==> config.mk <==
export PLATFORM = sky130hd
export DESIGN_NAME = serial_add_ctrl
export DESIGN_NICKNAME = d
export VERILOG_FILES = /design/src/rtl/serial_add_ctrl.sv
export SDC_FILE = /design/constraint.sdc
export NUM_CORES = 1
export LEC_CHECK = 0
export ABC_AREA = 1
export CAP_MARGIN = 0
export CORE_ASPECT_RATIO = 0.75
export CORE_MARGIN = 2
export CORE_UTILIZATION = 50
export DETAILED_ROUTE_END_ITERATION = 10
export PLACE_DENSITY = 0.84
export SYNTH_ARGS = -nofsm -noshare
export SYNTH_HDL_FRONTEND = slang
export SYNTH_HIERARCHICAL = 1
export SYNTH_SLANG_ARGS = --single-unit
==> constraint.sdc <==
create_clock -name clk -period 2.5 [get_ports clk]
set_input_delay 0.5 -clock clk [delete_from_list [all_inputs] [get_ports clk]]
set_output_delay 0.5 -clock clk [all_outputs]
set_load 0.02 [all_outputs]
==> src/rtl/serial_add_ctrl.sv <==
// Bit-serial adder: one full-adder cell iterated LSB-first over WIDTH cycles,
// with valid/ready handshakes on the operand and result sides.

module serial_add_fa (
   input  logic a,
   input  logic b,
   input  logic ci,
   output logic s,
   output logic co
);
   assign s  = a ^ b ^ ci;
   assign co = (a & b) | ((a ^ b) & ci);
endmodule

module serial_add_ctrl #(
   parameter int WIDTH = 8
) (
   input  logic             clk,
   input  logic             rst,
   input  logic             in_valid,
   output logic             in_ready,
   input  logic [WIDTH-1:0] a,
   input  logic [WIDTH-1:0] b,
   input  logic             cin,
   output logic             out_valid,
   input  logic             out_ready,
   output logic [WIDTH-1:0] sum,
   output logic             cout,
   output logic             ovf,
   output logic             busy
);
   localparam int CNT_W = (WIDTH > 1) ? $clog2(WIDTH) : 1;

   typedef enum logic [1:0] {IDLE, ADD, DONE} state_t;

   state_t           state;
   logic [CNT_W-1:0] cnt;
   logic             carry;
   logic [WIDTH-1:0] a_sr;
   logic [WIDTH-1:0] b_sr;
   logic [WIDTH-1:0] psum_full;
   logic             fa_s;
   logic             fa_co;
   logic             last;

   serial_add_fa u_fa (
      .a  (a_sr[0]),
      .b  (b_sr[0]),
      .ci (carry),
      .s  (fa_s),
      .co (fa_co)
   );

   assign last = (cnt == CNT_W'(WIDTH - 1));

   // Partial sum keeps the WIDTH-1 bits already produced; this cycle's bit
   // is spliced on top, so psum_full is the finished sum on the last cycle.
   generate
      if (WIDTH == 1) begin : g_psum_w1
         assign psum_full = fa_s;
      end else begin : g_psum
         logic [WIDTH-2:0] psum;
         always_ff @(posedge clk) begin
            if (rst) begin
               psum <= '0;
            end else if (state == ADD) begin
               psum <= psum_full[WIDTH-1:1];
            end
         end
         assign psum_full = {fa_s, psum};
      end
   endgenerate

   always_ff @(posedge clk) begin
      if (rst) begin
         state     <= IDLE;
         cnt       <= '0;
         carry     <= 1'b0;
         a_sr      <= '0;
         b_sr      <= '0;
         sum       <= '0;
         cout      <= 1'b0;
         ovf       <= 1'b0;
         in_ready  <= 1'b1;
         out_valid <= 1'b0;
         busy      <= 1'b0;
      end else begin
         case (state)
            IDLE: begin
               if (in_valid) begin
                  a_sr     <= a;
                  b_sr     <= b;
                  carry    <= cin;
                  cnt      <= '0;
                  state    <= ADD;
                  in_ready <= 1'b0;
                  busy     <= 1'b1;
               end
            end
            ADD: begin
               a_sr  <= a_sr >> 1;
               b_sr  <= b_sr >> 1;
               carry <= fa_co;
               cnt   <= cnt + CNT_W'(1);
               // On the MSB cycle the FA carry-in is the carry into the MSB.
               if (last) begin
                  sum       <= psum_full;
                  cout      <= fa_co;
                  ovf       <= carry ^ fa_co;
                  state     <= DONE;
                  busy      <= 1'b0;
                  out_valid <= 1'b1;
               end
            end
            DONE: begin
               if (out_ready) begin
                  state     <= IDLE;
                  out_valid <= 1'b0;
                  in_ready  <= 1'b1;
               end
            end
            default: begin
               state     <= IDLE;
               in_ready  <= 1'b1;
               out_valid <= 1'b0;
               busy      <= 1'b0;
            end
         endcase
      end
   end
endmodule

==> impl_metrics.tcl <==
set metrics [dict create \
    seq_area_um2 840.8 \
    clock.fmax_mhz 567.1 \
    hold_class "reg2reg" \
    setup_viol_count_final 0 \
    multiInputGateArea_um2 827.0 \
    post-cts-setup-buffers 0 \
    p_leak_nw 1.178 \
    hold_viol_final 0 \
    final_nets 352 \
    route.detailed.drc 0 \
    rows 19 \
    dp.final_hpwl_um 2636 \
    slew_viol_final 0 \
    power.density_nw_per_um2 584.1 \
    htreeDepth 2 \
    cp_top_family "buffers and inverters" \
    gp_congestion 0.7627 \
    routed_wl_um 3751 \
    cts_buffer_depth 2 \
    fin_skew_ns 0.004544 \
    final_area_um2 2404 \
    hold_ws_ns 0.4576 \
    area_delta_synth_final_pct 22.05 \
    crit_buf_inv 1 \
    netlist.area_leader.share 0.4269 \
    peakVddDrop_uv 437.8 \
    clk_pin_slew_ns 0.07 \
    ios 34 \
    synth_seq_area_share 0.4269 \
    yosysUniqueCellTypes 21 \
    grt_pass1_wl_um 6596 \
    yosysTopAreaCell "dfxtp_1" \
    timing.slew.headroom 0.6550 \
    cts_resized 0 \
    fillers 348 \
    worstMarginPinSlew_ns 0.5155 \
    post_drt_via_cell_ratio 4.449 \
    core_area_um2 3709 \
    die_h_um 58.35 \
    crit_arrival_ns 1.26 \
    tns_ns 0 \
    root_buffer "clkbuf_8" \
    die_w_um 76.47 \
    stdcell_count 381 \
    required_ns 2.00 \
    period_minus_slack_ns 1.763 \
    num_vias 1695 \
    ant_nets 0 \
    grt_pass1_vias 1511 \
    clk_latency_ns 0.30 \
    synth.avg_cell_area_um2 6.653 \
    drt_iter0_drc 90 \
    yosysWarnings 6 \
    antenna_found_initial 0 \
    slowest_stage "clkdlybuf4s50_1" \
    worstSetupStartpointType "flop" \
    max_cap_violations 0 \
    layout_common_cells "98 x nand2_1, 54 x inv_1, 42 x nor2_1, 42 x dfxtp_1, 33 x clkdlybuf4s50_1" \
    crit_path_max_incr_delay_ns 0.61 \
    holdBufCountCts 0 \
    worst-path-max-fanout 2 \
    synthCells 296 \
    status "completed" \
    rsz0062_at_grt "false" \
    finalCritPeriodShare 0.7053 \
    grt_usage 0.1872 \
    clock_sinks 42 \
    placed_area_um2 2312 \
    cp-end-kind "output pin" \
    cts_tree "built" \
    final_common_cell "nand2_1" \
    drtPass1Iterations 4 \
    grt_max_degree 28 \
    portBuffers 33 \
    syn-cell-area_um2 1969 \
    diodes 0 \
    cts_made_buffers 5 \
    ys_ff_latch 42 \
    worstSetupPathType "reg2out" \
    dp.cells 373 \
    layout-drive-gt1-share 0.04863 \
    wl_per_cell_um 9.845 \
    syn_nets 320 \
    start_util 0.5310 \
    netlist_top_cells_area "dfxtp_1 43%, nand2_1 19%, inv_1 10%" \
    critical_path.cell_chain "clkdlybuf4s50_1" \
    grt-ovfl-total 0 \
    fp.dieArea_um2 4462 \
]
-- cells by family (layout without fill, tap and decap cells) --
kind of cell | after synthesis | count (layout) | share of synthesized area
fa+ha+maj | 3 | 3 | 0.02287
compound gates | 37 | 37 | 0.09975
buf+inv | 67 | 100 | 0.1531
xor+xnor | 1 | 1 | 0.004448
flops | 42 | 42 | 0.4269
simple gates | 146 | 146 | 0.2929
-- flip-flops by register name, summed over array words and instances, names as in the netlist --
name	cells
cnt	3
carry	1
ovf	1
g_psum.psum	7
b_sr	8
a_sr	8
state	2
out_valid	1
busy	1
cout	1
in_ready	1
sum	8
-- stage by stage --
| stage | total power [mW] | setup WS, ns | util |
|---|---|---|---|
| floorplan | 0.9053 | 1.304 | - |
| global placement | 0.9638 | 0.6163 | 0.6235 |
| detailed placement | 0.9718 | 0.5631 | 0.6235 |
| CTS | 1.412 | 0.7279 | 0.6481 |
| global route | 1.475 | 0.6698 | 0.6481 |
| finish | 1.404 | 0.7368 | 0.6481 |
-- power breakdown --
group,internal [mW],leakage (nW),switching (mW),total (mW)
logic,0.0981,0.785,0.130,0.228
registers,0.711,0.345,0.0181,0.729
clock network,0.223,0.0482,0.224,0.446
-- metal layers --
| layer | part of all wire | vias to the layer above | global-route usage |
|---|---|---|---|
| met5 | 0 | - | 0 |
| met4 | 0.010 | 0 | 0.05974 |
| met3 | 0.060 | 5 | 0.06595 |
| met2 | 0.40 | 37 | 0.2832 |
| met1 | 0.53 | 721 | 0.2546 |
| li1 | - | 932 | - |
-- final timing paths --
check	end	cells past startpoint	start	slack (ns)
hold reg to reg	out_valid$_SDFFE_PP0P_	2	out_valid$_SDFFE_PP0P_	0.46
hold / removal	out_valid$_SDFFE_PP0P_	2	out_valid$_SDFFE_PP0P_	0.46
setup / recovery	in_ready	1	in_ready$_SDFFE_PP1P_	0.74
setup reg to reg	b_sr[2]$_SDFFE_PP0P_	6	state[0]$_SDFFE_PP0P_	1.07
-- Yosys cell counts, drive strengths merged --
library cell / count
buf: 9
nand3: 2
inv: 55
nand3b: 1
nor2: 43
a21oi: 27
o21ai: 10
clkbuf: 3
ha: 2
nand2: 100
fa: 1
dfxtp: 42
xor2: 1
-- layout make-up --
cell class,instances,share of cell area
Clock buffer,7,0.03592
Tap cell,52,0.02707
Multi-Input combinational cell,187,0.3441
Sequential cell,42,0.3498
Inverter,55,0.08589
Timing Repair Buffer,37,0.1551
Clock inverter,1,0.002082
Power figures use the tool's default switching activity.
